**src/rtl/c_fetch_align_ctrl_pkg.sv**
```systemverilog
// Shared types for the compressed-extension fetch path: FSM encodings, parcel type, and the
// helper that classifies a parcel as the low half of a 16-bit or 32-bit instruction.
package c_fetch_align_ctrl_pkg;

  localparam int PARCEL_W = 16;

  typedef logic [PARCEL_W-1:0] type_parcel_t;
  typedef logic [1:0]          type_fa_state_t;

  localparam logic [1:0] FA_IDLE  = 2'd0;
  localparam logic [1:0] FA_REQ   = 2'd1;
  localparam logic [1:0] FA_FLUSH = 2'd2;

  function automatic logic is_comp(input type_parcel_t p);
    return p[1:0] != 2'b11;
  endfunction

endpackage

```
**src/rtl/c_fetch_align_ctrl_if.sv**
```systemverilog
// I-cache request/response bus plus the instruction hand-off to the C decoder.
// The master side is the fetch controller; the slave side is the cache/decoder environment.
interface c_fetch_align_ctrl_if;

  logic        icache_req_o;
  logic [31:0] icache_addr_o;
  logic        icache_kill_o;
  logic        icache_valid_i;
  logic [31:0] icache_word_i;
  logic        instr_valid_o;
  logic        instr_ready_i;
  logic [31:0] instr_o;
  logic [31:0] instr_pc_o;
  logic        is_comp_o;

  modport master (
    output icache_req_o, icache_addr_o, icache_kill_o,
    output instr_valid_o, instr_o, instr_pc_o, is_comp_o,
    input  icache_valid_i, icache_word_i, instr_ready_i
  );

  modport slave (
    input  icache_req_o, icache_addr_o, icache_kill_o,
    input  instr_valid_o, instr_o, instr_pc_o, is_comp_o,
    output icache_valid_i, icache_word_i, instr_ready_i
  );

endinterface

```
**src/rtl/c_fetch_align_ctrl_parcel_fifo.sv**
```systemverilog
// NUM_PARC x 16-bit parcel ring, 0/1/2 pushes and 0/1/2 pops per cycle, head0/head1 read combinationally.
// No internal overflow guard: the caller only pushes when its free-space rule leaves room.
module c_parcel_fifo
  import c_fetch_align_ctrl_pkg::*;
#(
  parameter int NUM_PARC = 4
) (
  input  logic                      clk,
  input  logic                      reset,
  input  logic                      flush_i,
  input  logic [1:0]                push_n_i,
  input  type_parcel_t              push_lo_i,
  input  type_parcel_t              push_hi_i,
  input  logic [1:0]                pop_n_i,
  output type_parcel_t              head0_o,
  output type_parcel_t              head1_o,
  output logic [$clog2(NUM_PARC):0] count_o
);

  localparam int PW = $clog2(NUM_PARC);
  localparam int CW = PW + 1;

  type_parcel_t  mem_q [NUM_PARC];
  logic [PW-1:0] wr_ptr_q, wr_ptr_d, rd_ptr_q, rd_ptr_d;
  logic [PW-1:0] wr_ptr_p1, rd_ptr_p1;
  logic [CW-1:0] count_q, count_d;

  assign wr_ptr_p1 = wr_ptr_q + PW'(1);
  assign rd_ptr_p1 = rd_ptr_q + PW'(1);
  assign head0_o   = mem_q[rd_ptr_q];
  assign head1_o   = mem_q[rd_ptr_p1];
  assign count_o   = count_q;

  always_comb begin
    wr_ptr_d = wr_ptr_q + PW'(push_n_i);
    rd_ptr_d = rd_ptr_q + PW'(pop_n_i);
    count_d  = count_q + CW'(push_n_i) - CW'(pop_n_i);
    if (flush_i) begin
      wr_ptr_d = '0;
      rd_ptr_d = '0;
      count_d  = '0;
    end
  end

  always_ff @(posedge clk) begin
    if (reset) begin
      wr_ptr_q <= '0;
      rd_ptr_q <= '0;
      count_q  <= '0;
    end else begin
      wr_ptr_q <= wr_ptr_d;
      rd_ptr_q <= rd_ptr_d;
      count_q  <= count_d;
    end
  end

  // A single push carries only the upper parcel (word fetched for a 2-byte-aligned target).
  always_ff @(posedge clk) begin
    if (!flush_i) begin
      if (push_n_i == 2'd1) begin
        mem_q[wr_ptr_q] <= push_hi_i;
      end else if (push_n_i == 2'd2) begin
        mem_q[wr_ptr_q]  <= push_lo_i;
        mem_q[wr_ptr_p1] <= push_hi_i;
      end
    end
  end

endmodule

```
**src/rtl/c_fetch_align_ctrl.sv**
```systemverilog
// Fetch-side aligner: word-aligned I-cache requests in, whole 16/32-bit instructions with PC out.
// Instruction outputs are combinational from the parcel buffer; fetch stalls when fewer than 2 parcels are free.
module c_fetch_align_ctrl
  import c_fetch_align_ctrl_pkg::*;
#(
  parameter logic [31:0] RESET_PC = 32'h0000_0000,
  parameter int          NUM_PARC = 4
) (
  input  logic                 clk,
  input  logic                 reset,
  input  logic                 br_taken_i,
  input  logic [31:0]          br_target_i,
  c_fetch_align_ctrl_if.master bus
);

  localparam int PW = $clog2(NUM_PARC);
  localparam int CW = PW + 1;
  localparam int FW = CW + 1;

  type_fa_state_t state_q, state_d;
  logic [31:0]    fetch_pc_q, fetch_pc_d;
  logic [31:0]    head_pc_q, head_pc_d;
  logic           skip_lo_q, skip_lo_d;

  type_parcel_t   head0, head1;
  logic [CW-1:0]  count;
  logic [1:0]     push_n, pop_n;
  logic [FW-1:0]  free_after;
  logic           in_req, resp, head_comp, avail, pop;
  logic           unused_tgt_lsb;

  assign unused_tgt_lsb = br_target_i[0];

  assign in_req     = (state_q == FA_REQ);
  assign resp       = in_req && bus.icache_valid_i && !br_taken_i;
  assign push_n     = !resp ? 2'd0 : (skip_lo_q ? 2'd1 : 2'd2);
  assign head_comp  = is_comp(head0);
  // A redirect this cycle hides the stale head so nothing is popped.
  assign avail      = !br_taken_i && ((count >= CW'(1) && head_comp) || count >= CW'(2));
  assign pop        = avail && bus.instr_ready_i;
  assign pop_n      = !pop ? 2'd0 : (head_comp ? 2'd1 : 2'd2);
  assign free_after = FW'(NUM_PARC) - FW'(count) + FW'(pop_n);

  assign bus.icache_req_o  = in_req;
  assign bus.icache_addr_o = in_req ? fetch_pc_q : '0;
  assign bus.icache_kill_o = in_req && br_taken_i;
  assign bus.instr_valid_o = avail;
  assign bus.instr_o       = !avail ? '0 : (head_comp ? {16'h0000, head0} : {head1, head0});
  assign bus.instr_pc_o    = avail ? head_pc_q : '0;
  assign bus.is_comp_o     = avail && head_comp;

  c_parcel_fifo #(
    .NUM_PARC (NUM_PARC)
  ) u_parcel_fifo (
    .clk       (clk),
    .reset     (reset),
    .flush_i   (br_taken_i),
    .push_n_i  (push_n),
    .push_lo_i (bus.icache_word_i[15:0]),
    .push_hi_i (bus.icache_word_i[31:16]),
    .pop_n_i   (pop_n),
    .head0_o   (head0),
    .head1_o   (head1),
    .count_o   (count)
  );

  always_comb begin
    state_d    = state_q;
    fetch_pc_d = fetch_pc_q;
    head_pc_d  = head_pc_q;
    skip_lo_d  = skip_lo_q;

    if (br_taken_i) begin
      fetch_pc_d = {br_target_i[31:2], 2'b00};
      head_pc_d  = {br_target_i[31:1], 1'b0};
      skip_lo_d  = br_target_i[1];
    end else begin
      if (resp) begin
        fetch_pc_d = fetch_pc_q + 32'd4;
        skip_lo_d  = 1'b0;
      end
      head_pc_d = head_pc_q + {29'd0, pop_n, 1'b0};
    end

    // A redirect seen in IDLE leaves the buffer empty, so the next fetch can start at once.
    unique case (state_q)
      FA_IDLE:  if (br_taken_i || free_after >= FW'(2)) state_d = FA_REQ;
      FA_REQ:   if (br_taken_i) state_d = FA_FLUSH;
                else if (bus.icache_valid_i) state_d = FA_IDLE;
      FA_FLUSH: if (!br_taken_i) state_d = FA_REQ;
      default:  state_d = FA_IDLE;
    endcase
  end

  always_ff @(posedge clk) begin
    if (reset) begin
      state_q    <= FA_IDLE;
      fetch_pc_q <= {RESET_PC[31:2], 2'b00};
      head_pc_q  <= {RESET_PC[31:1], 1'b0};
      skip_lo_q  <= RESET_PC[1];
    end else begin
      state_q    <= state_d;
      fetch_pc_q <= fetch_pc_d;
      head_pc_q  <= head_pc_d;
      skip_lo_q  <= skip_lo_d;
    end
  end

endmodule

```
**src/flat_wrapper.sv**
```systemverilog
// flat-port wrapper written by rule: the top's interface ports become plain ports
module c_fetch_align_ctrl_flat import c_fetch_align_ctrl_pkg::*;
#(
  parameter logic [31:0] RESET_PC = 32'h0000_0000,
  parameter int          NUM_PARC = 4
)
  (clk, reset, br_taken_i, br_target_i, bus_icache_req_o, bus_icache_addr_o, bus_icache_kill_o, bus_instr_valid_o, bus_instr_o, bus_instr_pc_o, bus_is_comp_o, bus_icache_valid_i, bus_icache_word_i, bus_instr_ready_i);
  c_fetch_align_ctrl_if bus_i ();
  input  logic clk;
  input  logic reset;
  input  logic br_taken_i;
  input  logic [31:0] br_target_i;
  output wire logic [$bits(bus_i.icache_req_o)-1:0] bus_icache_req_o;
  output wire logic [$bits(bus_i.icache_addr_o)-1:0] bus_icache_addr_o;
  output wire logic [$bits(bus_i.icache_kill_o)-1:0] bus_icache_kill_o;
  output wire logic [$bits(bus_i.instr_valid_o)-1:0] bus_instr_valid_o;
  output wire logic [$bits(bus_i.instr_o)-1:0] bus_instr_o;
  output wire logic [$bits(bus_i.instr_pc_o)-1:0] bus_instr_pc_o;
  output wire logic [$bits(bus_i.is_comp_o)-1:0] bus_is_comp_o;
  input wire logic [$bits(bus_i.icache_valid_i)-1:0] bus_icache_valid_i;
  input wire logic [$bits(bus_i.icache_word_i)-1:0] bus_icache_word_i;
  input wire logic [$bits(bus_i.instr_ready_i)-1:0] bus_instr_ready_i;
  assign bus_icache_req_o = bus_i.icache_req_o;
  assign bus_icache_addr_o = bus_i.icache_addr_o;
  assign bus_icache_kill_o = bus_i.icache_kill_o;
  assign bus_instr_valid_o = bus_i.instr_valid_o;
  assign bus_instr_o = bus_i.instr_o;
  assign bus_instr_pc_o = bus_i.instr_pc_o;
  assign bus_is_comp_o = bus_i.is_comp_o;
  assign bus_i.icache_valid_i = bus_icache_valid_i;
  assign bus_i.icache_word_i = bus_icache_word_i;
  assign bus_i.instr_ready_i = bus_instr_ready_i;
  c_fetch_align_ctrl #(.RESET_PC(RESET_PC), .NUM_PARC(NUM_PARC)) u_core (.clk(clk), .reset(reset), .br_taken_i(br_taken_i), .br_target_i(br_target_i), .bus(bus_i));
endmodule
```
**config.mk**
```make
export PLATFORM = sky130hd
export DESIGN_NAME = c_fetch_align_ctrl_flat
export DESIGN_NICKNAME = d
export VERILOG_FILES = /design/src/rtl/c_fetch_align_ctrl_pkg.sv /design/src/rtl/c_fetch_align_ctrl_if.sv /design/src/rtl/c_fetch_align_ctrl_parcel_fifo.sv /design/src/rtl/c_fetch_align_ctrl.sv /design/src/flat_wrapper.sv
export SDC_FILE = /design/constraint.sdc
export NUM_CORES = 1
export LEC_CHECK = 0
export CORE_ASPECT_RATIO = 1.1
export CORE_MARGIN = 4
export CORE_UTILIZATION = 58
export CTS_BUF_LIST = sky130_fd_sc_hd__clkbuf_4 sky130_fd_sc_hd__clkbuf_8
export CTS_CLUSTER_SIZE = 28
export DETAILED_ROUTE_END_ITERATION = 6
export GPL_TIMING_DRIVEN = 0
export HOLD_SLACK_MARGIN = 0.08
export PLACE_DENSITY = 0.89
export SETUP_SLACK_MARGIN = 0.4
export SLEW_MARGIN = 20
export SYNTH_ARGS = -nofsm -noshare
export SYNTH_HDL_FRONTEND = slang
export SYNTH_SLANG_ARGS = --single-unit
```
**constraint.sdc**
```tcl
create_clock -name clk -period 11.2 [get_ports clk]
set_input_delay 1.68 -clock clk [delete_from_list [all_inputs] [get_ports clk]]
set_output_delay 1.68 -clock clk [all_outputs]
set_load 0.02 [all_outputs]
```
======== Word level (Yosys, flattened, before mapping) ========
Memory sizes are Yosys's and may differ from the RTL's. A register that Yosys moved wholly into a read port is not among the register bits.
Index checks and enable logic that the tools add are counted.
cells by class
  $mul .................................... 0
  divide/modulo/power cells ............... 0
  add/sub/neg operators ................... 10
  bitwise operators ....................... 1
  eq/ne operators ......................... 8
  shift-type cells ........................ 0
  reduce and logical (&&, ||, !) cells .... 14
  $lt $le $gt $ge ......................... 3
  multiplexer cells ....................... 27
operators by type and width
  operator                 number
  $mux W32                 7
  $add A32 B3 Y32          1
  $add A32 B3 Y32 const B  1
  $mux W2                  9
  $mux W16                 1
  $mux W1                  9
  $logic_and A1 B1 Y1      7
  $pmux W2 S3              1
  $add A2 B1 Y2 const B    2
  $add A2 B2 Y2            2
  $add A4 B2 Y4            1
  $eq A2 B1 Y1 const B     2
  $eq A2 B2 Y1 const B     2
  $ge A4 B2 Y1 const B     1
  $ne A2 B2 Y1 const B     2
  $sub A3 B3 Y4 const A    1
  $add A3 B2 Y3            1
  $ge A3 B1 Y1 const B     1
  $ge A3 B2 Y1 const B     1
  $ne A3 B3 Y1 const B     1
  $reduce_and A3 Y1        1
  $sub A3 B2 Y3            1
  $logic_not A2 Y1         1
  $logic_or A1 B1 Y1       2
  5 further kinds          5
storage, ports and cells
  RAM bits ................................ 64
  output and inout port bits .............. 100
  register bits ........................... 74
  bits in read-only memories .............. 0
  bits of input ports ..................... 69
  logic and storage cells ................. 73
  memories ................................ 1
  latch bits .............................. 0
memory list
  memory                      words  width  read ports  clocked after memory_dff  write ports  RTL line                              text
  u_core.u_parcel_fifo.mem_q  4      16     2           1                         2            c_fetch_align_ctrl_parcel_fifo.sv:23  type_parcel_t mem_q [NUM_PARC];

======== Depth between registers and ports, before layout ========
  depth after elaboration ................. 11
  depth in mapped cells ................... 14
  depth with buffers taken out ............ 12

======== By module ========
A second synthesis with hierarchy kept.
second synthesis, totals
  cell total of the unflattened synthesis .. 752
  area, all modules ....................... 8212.9 µm²
by module, submodules not included
  module              area an instance (µm²)  sequential area each (µm²)  cells an instance  times used
  c_fetch_align_ctrl  4280.4                  1281.2                      529                1
  c_parcel_fifo       3932.5                  2062.0                      223                1

======== Worst setup path after synthesis ========
OpenSTA, ideal clock, no wires.
  kind .................................... input-to-reg
  start point ............................. in br_taken_i
  end point ............................... mem u_core.u_parcel_fifo.mem_q[1][0] (netlist name) (enable)
  setup slack ............................. 5.996 ns
  buffers on the path ..................... 2
  data arrival time ....................... 4.726 ns
  stages on the path ...................... 3
  library setup time ...................... 0.478 ns
  data required time ...................... 10.722 ns
  path through ............................ clkbuf_1 clkbuf_1 a2111oi_0
RTL lines
  what         RTL line                              text
  from (decl)  flat_wrapper.sv:11                    input logic br_taken_i;
  to (decl)    c_fetch_align_ctrl_parcel_fifo.sv:23

======== Worst setup path in the final report ========
  start point ............................. in br_taken_i
  end point ............................... out bus_icache_kill_o
on the way
  cells in the longest elaborated chain, start to end .. 1
ends and longest elaborated chain
  what                 RTL line                  text
  $logic_and A1 B1 Y1  c_fetch_align_ctrl.sv:46  assign bus.icache_kill_o = in_req && br_taken_i;
  to (decl)            flat_wrapper.sv:15        output wire logic [$bits(bus_i.icache_kill_o)-1:0] bus_icache_kill_o;
No other way between the ends.

==> flow_summary.json <==
{
  "final_common_cell": "clkdlybuf4s50_1",
  "cts.hold.buffers_added": 0,
  "worstPathRequired_ns": 9.52,
  "fin_nets": 1043,
  "criticalPathCategory": "in2out",
  "path_clk_slew_ns": 0.08,
  "ys_ff_latch": 135,
  "drt_iter0_markers": 675,
  "async_reset_ff_share_pct": 0,
  "regToRegSetupSlack_ns": 7.48,
  "rows": 45,
  "grt_antenna_before_repair": 0,
  "ir_drop_v": 0.0000991,
  "ff2ff_path_depth": 12,
  "portBuffers": 163,
  "critPathMaxFanout": 10,
  "outcome": "completed",
  "post-cts-setup-buffer-count": 0,
  "start_util_pct": 59.3,
  "fillers": 881,
  "grt_pass1_vias": 7414,
  "drtPass1Iterations": 6,
  "period_needed_ns": 6.13,
  "drive_gt1_share_pct": 10.1,
  "synth_edf_count": 64,
  "maxSlewViolCount": 0,
  "wl_per_cell_um": 21.4,
  "synthFlopType": "dfxtp_1",
  "syn_area_per_cell_um2": 10.6,
  "yosysWarningCount": 0,
  "cts_tree": "done",
  "hpwl_mm": 18.6,
  "p_leak_nw": 3.72,
  "ioPinCount": 169,
  "cts_resized": 0,
  "syn_inst": 769,
  "clock_skew_ns": 0.0100,
  "grt_start_max_net_pins": 17,
  "drc": 0,
  "cts_num_sinks": 135,
  "dieWidth_um": 121,
  "holdPathStages": 2,
  "coreArea_mm2": 0.0138,
  "tightest_slew_ns": 1.05,
  "viasPerCell": 6.25,
  "clk_latency_ns": 0.46,
  "endpoint_kind": "output port",
  "cts_buffers": 17,
  "clockBufferDepth": 2,
  "synthesis.area_mm2": 0.00818,
  "p_per_area_mw_per_mm2": 109,
  "dieArea_mm2": 0.0161,
  "grtUsageTotal_pct": 31.4,
  "final.setup.tns_ns": 0,
  "finalCritPeriodShare_pct": 54.7,
  "diodes": 0,
  "grt_remaining_overflow": 0,
  "drv_cap": 0,
  "layout_common_cells": "clkdlybuf4s50_1, and2_1, dfxtp_1",
  "hold_viol": 0,
  "cts_htree_levels": 4,
  "grt_pass1_wl_mm": 39.2,
  "min_path_type": "reg2reg",
  "critPathLaunchType": "input port",
  "seq_area_frac_synth_pct": 40.9,
  "routed_wirelength_mm": 24.9,
  "setup_viol": 0,
  "fp.dieH_um": 133,
  "finalPower_w": 0.00115,
  "vias": 7267,
  "grt_setup_unrepaired": "no",
  "cts-root-buf": "clkbuf_8",
  "clock.fmax_mhz": 163,
  "critPathArrivalTime_ns": 4.45,
  "synth_cell_types": 58,
  "maxSlewHeadroom_pct": 30.1,
  "postRouteAntennaNets": 0,
  "place.gp.congestion": 0.898,
  "synthToLayoutAreaGrowth_pct": 28.8
}
## power breakdown
| group | internal (W) | switching, W |
|---|---|---|
| combinational | 0.0000886 | 0.0000897 |
| sequential | 0.000538 | 0.0000233 |
| clock | 0.000223 | 0.000188 |
## worst max-delay path: stages
cell	delay [ns]
clkdlybuf4s50_1	0.52
clkbuf_1	0.37
clkbuf_1	0.46
clkbuf_1	0.60
and2_1	0.22
clkdlybuf4s50_1	0.60
## registers in the layout, summed over array words and instances, names as in the netlist
register	cells
u_core.fetch_pc_q	30
u_core.head_pc_q	31
u_core.skip_lo_q	1
u_core.state_q	2
u_core.u_parcel_fifo.count_o	3
u_core.u_parcel_fifo.mem_q	64
u_core.u_parcel_fifo.rd_ptr_q	2
u_core.u_parcel_fifo.wr_ptr_q	2
## layer usage
metal | vias up | global-route usage (%) | wire length [µm]
li1 | 3263 | - | -
met5 | - | 0 | 0
met2 | 483 | 54.0 | 12500
met4 | 0 | 14.6 | 962
met1 | 3442 | 36.4 | 8700
met3 | 79 | 8.21 | 2680
## path summary, 6_finish.rpt
| path | endpoint | startpoint |
|---|---|---|
| worst max-delay path | bus_icache_kill_o | br_taken_i |
| worst min-delay path | u_core.head_pc_q[31] | u_core.head_pc_q[31] |
| worst max register to register | u_core.head_pc_q[30] | u_core.u_parcel_fifo.rd_ptr_q[1] |
| worst min register to register | u_core.head_pc_q[31] | u_core.head_pc_q[31] |
## metrics by stage
step	cell area, µm²	hold slack [ns]	utilization, %	setup slack [ns]	cells
6_report	10500	0.512	76.3	5.07	1163
3_3_place_gp	10100	0.483	72.9	3.13	1122
5_1_grt	10500	0.548	76.3	4.98	1163
4_1_cts	10500	0.508	76.3	5.07	1163
2_1_floorplan	8180	0.467	-	6.00	771
3_5_place_dp	10100	0.498	73.5	5.09	1131
## cell type report
| type | count | area, µm² | share of cell area (%) |
|---|---|---|---|
| well taps | 188 | 235 | 2.23 |
| repair buffers | 172 | 1700 | 16.1 |
| inverters | 43 | 161 | 1.53 |
| flip-flops and latches | 135 | 3340 | 31.7 |
| clock inverters | 12 | 134 | 1.27 |
| multi-input cells | 538 | 4450 | 42.3 |
| plain buffers | 55 | 251 | 2.39 |
| clock buffers | 20 | 256 | 2.44 |
## logic make-up (layout without fill, tap and decap cells)
logic type,after synthesis,after routing,synth area share (%)
other,1,3,0.0459
AOI/OAI and AO/OA,130,130,11.7
DFF,135,135,40.9
buffers and inverters,98,302,5.05
muxes,98,98,17.9
xor gates and xnor gates,32,32,3.43
adders and majority gates,13,13,2.16
and+or+nand+nor,262,262,18.9
## cell usage after synthesis (4+ instances only)
| cell type | instances | area [µm²] |
|---|---|---|
| nor2_1 | 13 | 48.8 |
| o31a_1 | 34 | 298 |
| dfxtp_1 | 71 | 1420 |
| a31oi_1 | 6 | 37.5 |
| nor3_1 | 24 | 120 |
| nor2b_1 | 4 | 25.0 |
| and3_1 | 29 | 181 |
| ha_1 | 10 | 125 |
| mux4_2 | 32 | 721 |
| a21boi_1 | 13 | 97.6 |
| a21oi_1 | 33 | 165 |
| o21bai_1 | 6 | 45.0 |
| nand4_1 | 14 | 87.6 |
| o21a_1 | 7 | 52.6 |
| buf_4 | 8 | 60.1 |
| nand3_1 | 21 | 105 |
| buf_2 | 6 | 30.0 |
| xnor2_1 | 29 | 254 |
| and4_1 | 6 | 52.6 |
| edfxtp_1 | 64 | 1920 |
| or4_1 | 7 | 52.6 |
| buf_1 | 4 | 15.0 |
| and2_1 | 87 | 544 |
| nand2_1 | 27 | 101 |
| inv_1 | 40 | 150 |
| nor4_1 | 20 | 125 |
| mux2_1 | 64 | 721 |
| clkbuf_1 | 36 | 135 |
| o31ai_1 | 6 | 45.0 |
| a21boi_0 | 6 | 45.0 |
No activity file was read; power rests on OpenSTA's default activity.
